==> src/rtl/seq_ctrl_pkg.sv <==
// Shared types and reset-time constants for the serial pattern detector.
package seq_ctrl_pkg;

    typedef enum logic [1:0] {
        S_IDLE = 2'd0,
        S_RUN  = 2'd1,
        S_DONE = 2'd2
    } state_e;

    localparam int unsigned PAT_W_DEF = 8;
    localparam int unsigned CNT_W_DEF = 8;

    localparam logic [7:0] RST_PAT = 8'b0000_1101;
    localparam logic [3:0] RST_LEN = 4'd4;
    localparam logic       RST_OVL = 1'b1;
    localparam logic [7:0] RST_TGT = 8'd0;

endpackage

==> src/rtl/seq_match_core.sv <==
// History shift register, valid-bit counter and pattern comparator.
module seq_match_core #(
    parameter int unsigned PAT_W = 8
) (
    input  logic             clk,
    input  logic             rst,
    input  logic             clear,
    input  logic             shift_en,
    input  logic             in,
    input  logic [PAT_W-1:0] pat,
    input  logic [3:0]       len,
    input  logic             overlap,
    output logic             match_c
);

    localparam int unsigned BCW = $clog2(PAT_W + 1);

    logic [PAT_W-1:0] hist_q, hist_d, shifted, mask;
    logic [BCW-1:0]   bcnt_q, bcnt_d, bcnt_inc;

    always_ff @(posedge clk) begin
        if (rst) begin
            hist_q <= '0;
            bcnt_q <= '0;
        end else begin
            hist_q <= hist_d;
            bcnt_q <= bcnt_d;
        end
    end

    always_comb begin
        hist_d   = hist_q;
        bcnt_d   = bcnt_q;
        match_c  = 1'b0;
        shifted  = {hist_q[PAT_W-2:0], in};
        mask     = (PAT_W'(1) << len) - PAT_W'(1);
        bcnt_inc = (32'(bcnt_q) >= PAT_W) ? bcnt_q : bcnt_q + BCW'(1);
        if (clear) begin
            hist_d = '0;
            bcnt_d = '0;
        end else if (shift_en) begin
            hist_d = shifted;
            bcnt_d = bcnt_inc;
            if ((32'(bcnt_inc) >= 32'(len)) && (((shifted ^ pat) & mask) == '0)) begin
                match_c = 1'b1;
                // without overlap, the next match must be built from fresh bits only
                if (!overlap) begin
                    bcnt_d = '0;
                end
            end
        end
    end

endmodule

==> src/rtl/seq_det_ctrl.sv <==
// Run-control FSM, match counter and config registers around the match core.
module seq_det_ctrl
    import seq_ctrl_pkg::*;
#(
    parameter int unsigned PAT_W = PAT_W_DEF,
    parameter int unsigned CNT_W = CNT_W_DEF
) (
    input  logic             clk,
    input  logic             rst,
    input  logic             cfg_we,
    input  logic [PAT_W-1:0] cfg_pat,
    input  logic [3:0]       cfg_len,
    input  logic             cfg_overlap,
    input  logic [CNT_W-1:0] cfg_target,
    input  logic             start,
    input  logic             stop,
    input  logic             in,
    input  logic             in_valid,
    output logic             out,
    output logic [CNT_W-1:0] match_cnt,
    output logic             busy,
    output logic             done,
    output logic             cfg_err
);

    state_e           state_q, state_d;
    logic [PAT_W-1:0] pat_q, pat_d;
    logic [3:0]       len_q, len_d;
    logic             ovl_q, ovl_d;
    logic [CNT_W-1:0] tgt_q, tgt_d;
    logic [CNT_W-1:0] cnt_d, cnt_inc;
    logic             out_d, err_d, busy_d, done_d;
    logic             clear_c, shift_en_c, match_c, cfg_ok_c;

    assign clear_c    = (state_q != S_RUN) && start;
    assign shift_en_c = (state_q == S_RUN) && !stop && in_valid;
    assign cfg_ok_c   = (cfg_len != 4'd0) && (32'(cfg_len) <= PAT_W);
    assign cnt_inc    = (match_cnt == '1) ? match_cnt : match_cnt + CNT_W'(1);

    seq_match_core #(.PAT_W(PAT_W)) u_core (
        .clk      (clk),
        .rst      (rst),
        .clear    (clear_c),
        .shift_en (shift_en_c),
        .in       (in),
        .pat      (pat_q),
        .len      (len_q),
        .overlap  (ovl_q),
        .match_c  (match_c)
    );

    always_ff @(posedge clk) begin
        if (rst) begin
            state_q   <= S_IDLE;
            pat_q     <= PAT_W'(RST_PAT);
            len_q     <= RST_LEN;
            ovl_q     <= RST_OVL;
            tgt_q     <= CNT_W'(RST_TGT);
            match_cnt <= '0;
            out       <= 1'b0;
            busy      <= 1'b0;
            done      <= 1'b0;
            cfg_err   <= 1'b0;
        end else begin
            state_q   <= state_d;
            pat_q     <= pat_d;
            len_q     <= len_d;
            ovl_q     <= ovl_d;
            tgt_q     <= tgt_d;
            match_cnt <= cnt_d;
            out       <= out_d;
            busy      <= busy_d;
            done      <= done_d;
            cfg_err   <= err_d;
        end
    end

    always_comb begin
        state_d = state_q;
        pat_d   = pat_q;
        len_d   = len_q;
        ovl_d   = ovl_q;
        tgt_d   = tgt_q;
        cnt_d   = match_cnt;
        out_d   = 1'b0;
        err_d   = 1'b0;

        // config only accepted outside a run and with a usable length
        if (cfg_we) begin
            if ((state_q != S_RUN) && cfg_ok_c) begin
                pat_d = cfg_pat;
                len_d = cfg_len;
                ovl_d = cfg_overlap;
                tgt_d = cfg_target;
            end else begin
                err_d = 1'b1;
            end
        end

        unique case (state_q)
            S_IDLE, S_DONE: begin
                if (start) begin
                    state_d = S_RUN;
                    cnt_d   = '0;
                end
            end
            S_RUN: begin
                if (stop) begin
                    state_d = S_IDLE;
                end else if (match_c) begin
                    out_d = 1'b1;
                    cnt_d = cnt_inc;
                    if ((tgt_q != '0) && (cnt_inc == tgt_q)) begin
                        state_d = S_DONE;
                    end
                end
            end
            default: state_d = S_IDLE;
        endcase

        busy_d = (state_d == S_RUN);
        done_d = (state_d == S_DONE);
    end

endmodule

==> config.mk <==
export PLATFORM = sky130hd
export DESIGN_NAME = seq_det_ctrl
export DESIGN_NICKNAME = d
export VERILOG_FILES = /design/src/rtl/seq_ctrl_pkg.sv /design/src/rtl/seq_match_core.sv /design/src/rtl/seq_det_ctrl.sv
export SDC_FILE = /design/constraint.sdc
export NUM_CORES = 1
export LEC_CHECK = 0
export ABC_AREA = 1
export CAP_MARGIN = 20
export CORE_MARGIN = 2
export CORE_UTILIZATION = 45
export DETAILED_ROUTE_END_ITERATION = 8
export PLACE_DENSITY_LB_ADDON = 0.3
export SLEW_MARGIN = 20
export SYNTH_ARGS = -nofsm -noshare
export SYNTH_HDL_FRONTEND = slang
export SYNTH_SLANG_ARGS = --single-unit
==> constraint.sdc <==
create_clock -name clk -period 6.63 [get_ports clk]
set_clock_uncertainty 0.1 [all_clocks]
set_input_delay 1.6575 -clock clk [delete_from_list [all_inputs] [get_ports clk]]
set_output_delay 1.6575 -clock clk [all_outputs]
set_load 0.05 [all_outputs]
==> impl_summary.log, run 1 <==
INFO  metric placed_cells = 466
INFO  metric grt-busiest-layer = met2
INFO  metric clockBufferDepth = 2
INFO  metric clkTransAtPathRegs = 0.08 ns
INFO  metric grt_setup_unrepaired = false
INFO  metric core_area = 5470 um2
INFO  metric ant_nets = 0
INFO  metric dieArea = 6260 um2
INFO  metric drive_above_1_share = 8.46%
INFO  metric run_status = finished clean
INFO  metric final_global_route_overflow_total = 0
INFO  metric gpl.final_weighted_congestion = 0.912
INFO  metric design.portCount = 40
INFO  metric timing.final.setup_violations = 0
INFO  metric finalHoldViolCount = 0
INFO  metric most_common_cell_after_layout_fill_and_taps_aside = nand2_1
INFO  metric leading_cell_types_by_total_area_after_synthesis = dfxtp_1 (36%), nand2_1 (12%), nand3_1 (7.1%)
INFO  metric yosys_register_bits = 46
INFO  metric power_density = 201 nW/um2
INFO  metric layout_common_cells = nand2_1 (78), dfxtp_1 (46), inv_1 (43)
INFO  metric floorplan.die.height = 79.1 um
INFO  metric grt_antenna_before_repair = 0
INFO  metric largest_net_degree_at_the_start_of_global_routing = 28
INFO  metric antenna_cells_inserted = 0
INFO  metric port_buffers = 39
INFO  metric cp_slowest_cell = clkdlybuf4s50_1
INFO  metric non_filler_instance_count_after_layout = 474
INFO  metric globalRouteTotalUtil = 19.5%
INFO  metric routedWlPerCell = 12.0 um
INFO  metric synth.area.mux_share = 0%
INFO  metric initial_utilization = 46.4%
INFO  metric remaining_drc_errors = 0
INFO  metric layout_min_cycle_time = 3.38 ns
INFO  metric route.vias.total = 2449
INFO  metric layout_area_overhead = 20.4%
INFO  metric tritoncts_num_sinks = 46
INFO  metric synthesis.area_per_instance = 6.96 um2
INFO  metric grt_pass1_wl = 9760 um
INFO  metric cts_made_buffers = 5
INFO  metric yosysTopAreaCell = dfxtp_1
INFO  metric crit_path_end_kind = flip-flop
INFO  metric finalNetCount = 437
INFO  metric timing.final.max_slew_violations = 0
INFO  metric worst_pin_slew = 0.744 ns
INFO  metric postCtsSetupRepairBufs = 0
INFO  metric cts_tree = yes
INFO  metric synth_seq_area_share = 36.3%
INFO  metric hpwl = 4340 um
INFO  metric yosys.area.top_type_share = 36.3%
INFO  metric first_iter_violations = 93
INFO  metric die_width = 79.1 um
INFO  metric synth-simple-area-share = 31.0%
INFO  metric worst_ir_drop_vdd = 113 uV
INFO  metric timing.setup.tns = 0 ns
INFO  metric clk_root_buffer_cell = clkbuf_8
INFO  metric post_cts_resize_count = 0
INFO  metric hp-class = flip-flop to flip-flop
INFO  metric critical_path.max_fanout = 26
INFO  metric grt_util_met2 = 34.8%
INFO  metric timing.final.ws_setup = 3.25 ns
INFO  metric cts.hold.buffers_added = 0
INFO  metric synth_xor_area_share = 2.41%
INFO  metric cp_dominant_cell_by_count = nor2_1
INFO  metric synth_top_family_by_area = simple AND/OR/NAND/NOR gates
INFO  metric synth_cell_types = 30
INFO  metric final.hold.worst_slack = 0.385 ns
INFO  metric first_global_vias = 2272
INFO  metric critical_path.cell_chain = clkdlybuf4s50_1, nor2_1, nand2_1, nor2_1, nor2_1, nand3_1, buf_4, clkinv_1, nand2_1, o211ai_1
INFO  metric max_stage_delay = 0.41 ns
INFO  metric timing_worst_setup_path_type = input pin to flip-flop
INFO  metric synthCells = 365
INFO  metric timing.max_slew.rel_slack = 50.4%
INFO  metric fmaxAchievable = 296 MHz
INFO  metric post_synth_instance_area = 2540 um2
INFO  metric globalRouteMet1Util = 23.0%
INFO  metric synth_compound_gate_area_share = 17.2%
INFO  metric wirelength = 5690 um
INFO  metric cp-start-kind = input pin
INFO  metric global_route.usage.met3 = 4.09%
INFO  metric h-tree-depth = 2
INFO  metric yosys.area_share.adder = 3.94%
INFO  metric vias_per_cell = 5.17
INFO  metric placementRows = 27
INFO  metric total_leakage_power = 0.00127 uW
INFO  metric period_utilisation_layout = 51.0%
INFO  metric n_fill_cell = 538
INFO  metric critical_path_required = 6.68 ns
INFO  metric synth_fp_nets = 401
INFO  metric yosys_warnings = 0
INFO  metric post-place-ws = 2.94 ns
INFO  metric maxCapViolCount = 0
INFO  metric cp_data_arrival_time = 3.43 ns
INFO  metric detailedRoute.firstPassIterationCount = 5
INFO  metric worstSkewPairLatency = 0.30 ns
[layout make-up]
cell class / instances / area (um2) / area share (%)
sequential: 46 / 921 / 30.1
timing repair buffer: 40 / 398 / 13.0
inverter: 46 / 173 / 5.65
clock inverter: 1 / 5.00 / 0.164
tap: 72 / 90.1 / 2.95
clock buffer: 7 / 86.3 / 2.82
multi-input combinational: 262 / 1380 / 45.3
[per-stage QoR]
| step | utilization [%] | area [um2] | power, uW |
|---|---|---|---|
| finish | 55.9 | 3060 | 614 |
| global route | 55.9 | 3060 | 648 |
| floorplan | - | 2540 | 402 |
| CTS | 55.9 | 3060 | 618 |
| detailed placement | 54.2 | 2970 | 443 |
| global placement | 54.2 | 2970 | 440 |
[where the power goes]
group,switching [uW],total (uW),internal (uW)
logic,78.8,132,53.2
registers,13.5,305,292
clock network,92.2,176,84.2
total,184,614,429
[cells in the mapped netlist]
master and instances:
a211oi_1 1, a21oi_1 33, a21oi_2 2, buf_2 1
buf_6 1, buf_8 1, clkbuf_1 8, clkinv_1 1
dfxtp_1 46, ha_1 8, inv_1 43, inv_2 2
nand2_1 78, nand2_2 8, nand2_4 1, nand3_1 36
nand3_2 3, nand4_1 5, nor2_1 26, nor2_2 2
nor2_4 5, nor3_1 3, nor3_2 1, o211ai_1 5
o21ai_0 32, o21ai_2 2, o21bai_1 3, o31ai_1 1
xnor2_1 2, xor2_1 5
[critical path: cells and delay by family]
| family | cells | cell delay (ns) |
|---|---|---|
| buffers and inverters | 3 | 1.00 |
| and+or+nand+nor | 6 | 0.67 |
| AOI/OAI and AO/OA | 1 | 0.09 |
[flip-flops by register name, indices dropped and copies added (netlist names), 2 cells and up]
register,flops
tgt_q,8
u_core.hist_q,7
len_q,4
pat_q,8
state_q,2
u_core.bcnt_q,4
match_cnt,8
[cell families after synthesis]
logic type / count (synthesis)
adders and majority gates: 8
DFF: 46
AOI/OAI and AO/OA: 79
buffers and inverters: 57
xor gates and xnor gates: 7
and+or+nand+nor: 168
[metal layers]
layer | up-vias | wire length (um)
met5 | - | 0
met2 | 54 | 2840
met4 | 0 | 132
li1 | 1266 | -
met3 | 16 | 225
met1 | 1113 | 2490
[path summary, 6_finish.rpt]
| path | from | end | slack (ns) | depth (start not counted) |
|---|---|---|---|---|
| max | cfg_len[0] | pat_q[3]$_SDFFE_PP1P_ | 3.25 | 10 |
| min | tgt_q[6]$_SDFFE_PP0P_ | tgt_q[6]$_SDFFE_PP0P_ | 0.38 | 2 |
| max reg2reg | u_core.bcnt_q[0]$_SDFFE_PP0P_ | match_cnt[2]$_SDFFE_PP0P_ | 4.06 | 15 |
| min reg2reg | tgt_q[6]$_SDFFE_PP0P_ | tgt_q[6]$_SDFFE_PP0P_ | 0.38 | 2 |
Note: power is estimated with default switching activity, not from simulation.
==> inputs of run 2 (changes only) <==
- clock period: 6.63 -> 3.5 ns (I/O delays scaled with it)
==> run 2 against run 1 <==
Net effect:
- cell count is 0.21% higher
- via count is 2.2% lower
- power is 90% higher
- global-route usage is 0.063 points lower
- combinational power is 90% higher
- wire length is 1.6% lower
- worst setup slack worse by 2.3 ns
- non-clock buffer count is 1 higher
- clock power is 92% higher
- sequential cell count stayed put
==> impl_summary.log, run 2 (synthesized netlist as in run 1, its figures left out) <==
INFO  metric initial_utilization = 46.4%
INFO  metric first_iter_violations = 137
INFO  metric post_cts_resize_count = 0
INFO  metric period_utilisation_layout = 73.2%
INFO  metric dieArea = 6260 um2
INFO  metric maxCapViolCount = 0
INFO  metric hp-class = flip-flop to flip-flop
INFO  metric cp_data_arrival_time = 1.59 ns
INFO  metric fmaxAchievable = 390 MHz
INFO  metric worstSkewPairLatency = 0.30 ns
INFO  metric finalHoldViolCount = 0
INFO  metric regToRegSetupSlack = 0.96 ns
INFO  metric placementRows = 27
INFO  metric grt_setup_unrepaired = false
INFO  metric reg.largest.list = match_cnt x8, pat_q x8, tgt_q x8
INFO  metric total_leakage_power = 0.00127 uW
INFO  metric die_width = 79.1 um
INFO  metric clockBufferDepth = 2
INFO  metric cp-start-kind = flip-flop
INFO  metric clockPowerShare = 29.0%
INFO  metric cts_tree = yes
INFO  metric timing.setup.tns = 0 ns
INFO  metric timing.rr.end = match_cnt[0]$_SDFFE_PP0P_
INFO  metric n_fill_cell = 525
INFO  metric finalNetCount = 438
INFO  metric timing_worst_setup_path_type = flip-flop to primary output
INFO  metric max_stage_delay = 0.84 ns
INFO  metric worst_pin_slew = 0.724 ns
INFO  metric worst_hold_path.num_cells = 2
INFO  metric cts.hold.buffers_added = 0
INFO  metric power_frac_comb = 21.5%
INFO  metric port_buffers = 39
INFO  metric clk_root_buffer_cell = clkbuf_8
INFO  metric regToRegStartpoint = u_core.bcnt_q[0]$_SDFFE_PP0P_
INFO  metric timing.critical_path.buf_inv = 1
INFO  metric remaining_drc_errors = 0
INFO  metric worstHoldStart = pat_q[6]$_SDFFE_PP0P_
INFO  metric worst_ir_drop_vdd = 233 uV
INFO  metric grt_pass1_wl = 9700 um
INFO  metric power_density = 381 nW/um2
INFO  metric min_to = pat_q[6]$_SDFFE_PP0P_
INFO  metric final_global_route_overflow_total = 0
INFO  metric timing.final.setup_violations = 0
INFO  metric layout_min_cycle_time = 2.56 ns
INFO  metric ant_nets = 0
INFO  metric hpwl = 4250 um
INFO  metric grt_antenna_before_repair = 0
INFO  metric detailedRoute.firstPassIterationCount = 4
INFO  metric timing.max_slew.rel_slack = 51.7%
INFO  metric route.vias.total = 2396
INFO  metric critical_path.cell_chain = clkdlybuf4s50_1
INFO  metric design.portCount = 40
INFO  metric netSwitchingPower = 353 uW
INFO  metric postCtsSetupRepairBufs = 0
INFO  metric non_filler_instance_count_after_layout = 475
INFO  metric tritoncts_num_sinks = 46
INFO  metric cp_slowest_cell = clkdlybuf4s50_1
INFO  metric wirelength = 5600 um
INFO  metric run_status = finished clean
INFO  metric critPathTopFamily = buffers and inverters
INFO  metric sw_frac_of_total = 30.3%
INFO  metric cts_made_buffers = 5
INFO  metric pwr-share-seq = 49.5%
INFO  metric crit_path_end_kind = primary output
INFO  metric most_common_cell_after_layout_fill_and_taps_aside = nand2_1
INFO  metric floorplan.die.height = 79.1 um
INFO  metric power.internal = 813 uW
INFO  metric critical_path.max_fanout = 7
INFO  metric largest_net_degree_at_the_start_of_global_routing = 27
INFO  metric h-tree-depth = 2
INFO  metric placed_cells = 467
INFO  metric clkTransAtPathRegs = 0.08 ns
INFO  metric layout_area_overhead = 20.7%
INFO  metric critical_path_required = 2.52 ns
INFO  metric vias_per_cell = 5.04
INFO  metric timing.final.max_slew_violations = 0
INFO  metric layout_common_cells = nand2_1 (78), dfxtp_1 (46), inv_1 (43)
INFO  metric antenna_cells_inserted = 0
INFO  metric first_global_vias = 2249
INFO  metric core_area = 5470 um2
INFO  metric timing.critical_path.from = match_cnt[0]$_SDFFE_PP0P_
INFO  metric drive_above_1_share = 8.68%
INFO  metric globalRouteTotalUtil = 19.5%
INFO  metric worst_r2r_path_depth = 15
INFO  metric gpl.final_weighted_congestion = 0.891
INFO  metric routedWlPerCell = 11.8 um
## run 2: per-layer routing
layer	share of wire, %	global-route usage (%)	routed length (um)
met1	45	22.4	2540
met2	50	34.7	2790
met3	4.0	4.20	224
met4	0.89	8.28	50
met5	0	0	0
## run 2: worst max path at each step
| stage | end | slack (ns) | depth (start not counted) |
|---|---|---|---|
| after floorplan | busy$_SDFF_PP0_ | 1.28 | 12 |
| after global placement | match_cnt[1]$_SDFFE_PP0P_ | 0.73 | 8 |
| after detailed placement | match_cnt[0]$_SDFFE_PP0P_ | 0.70 | 8 |
| after CTS | match_cnt[0] | 0.92 | 1 |
| after global routing | match_cnt[6]$_SDFFE_PP0P_ | 0.66 | 15 |
| final | match_cnt[0] | 0.94 | 1 |
## run 2: cell type report
cell class                 count  area, um2  area share (%)
clock buffer                   7       86.3            2.82
clock inverter                 1       5.00           0.163
inverter                      46        173            5.63
multi-input combinational    262       1380            45.2
sequential                    46        921            30.1
tap                           72       90.1            2.94
timing repair buffer          41        405            13.2
## run 2: power by group through the flow
stage          registers (uW)  logic (uW)  clock network, uW
2_1_floorplan             613         148                  0
3_3_place_gp              589         248                  0
3_5_place_dp              590         251                  0
4_1_cts                   578         253                343
5_1_grt                   583         284                369
6_report                  578         251                338
## run 2: per-stage QoR
step                      cell area, um2  hold WS [ns]  worst slack, ns  utilization [%]  total power [uW]
after floorplan                     2540         0.344             1.28                -               761
after global placement              2970         0.365            0.732             54.3               837
after detailed placement            2970         0.372            0.703             54.3               841
after CTS                           3060         0.384            0.921             56.0              1170
after global routing                3060         0.405            0.663             56.0              1240
final                               3060         0.382            0.938             56.0              1170
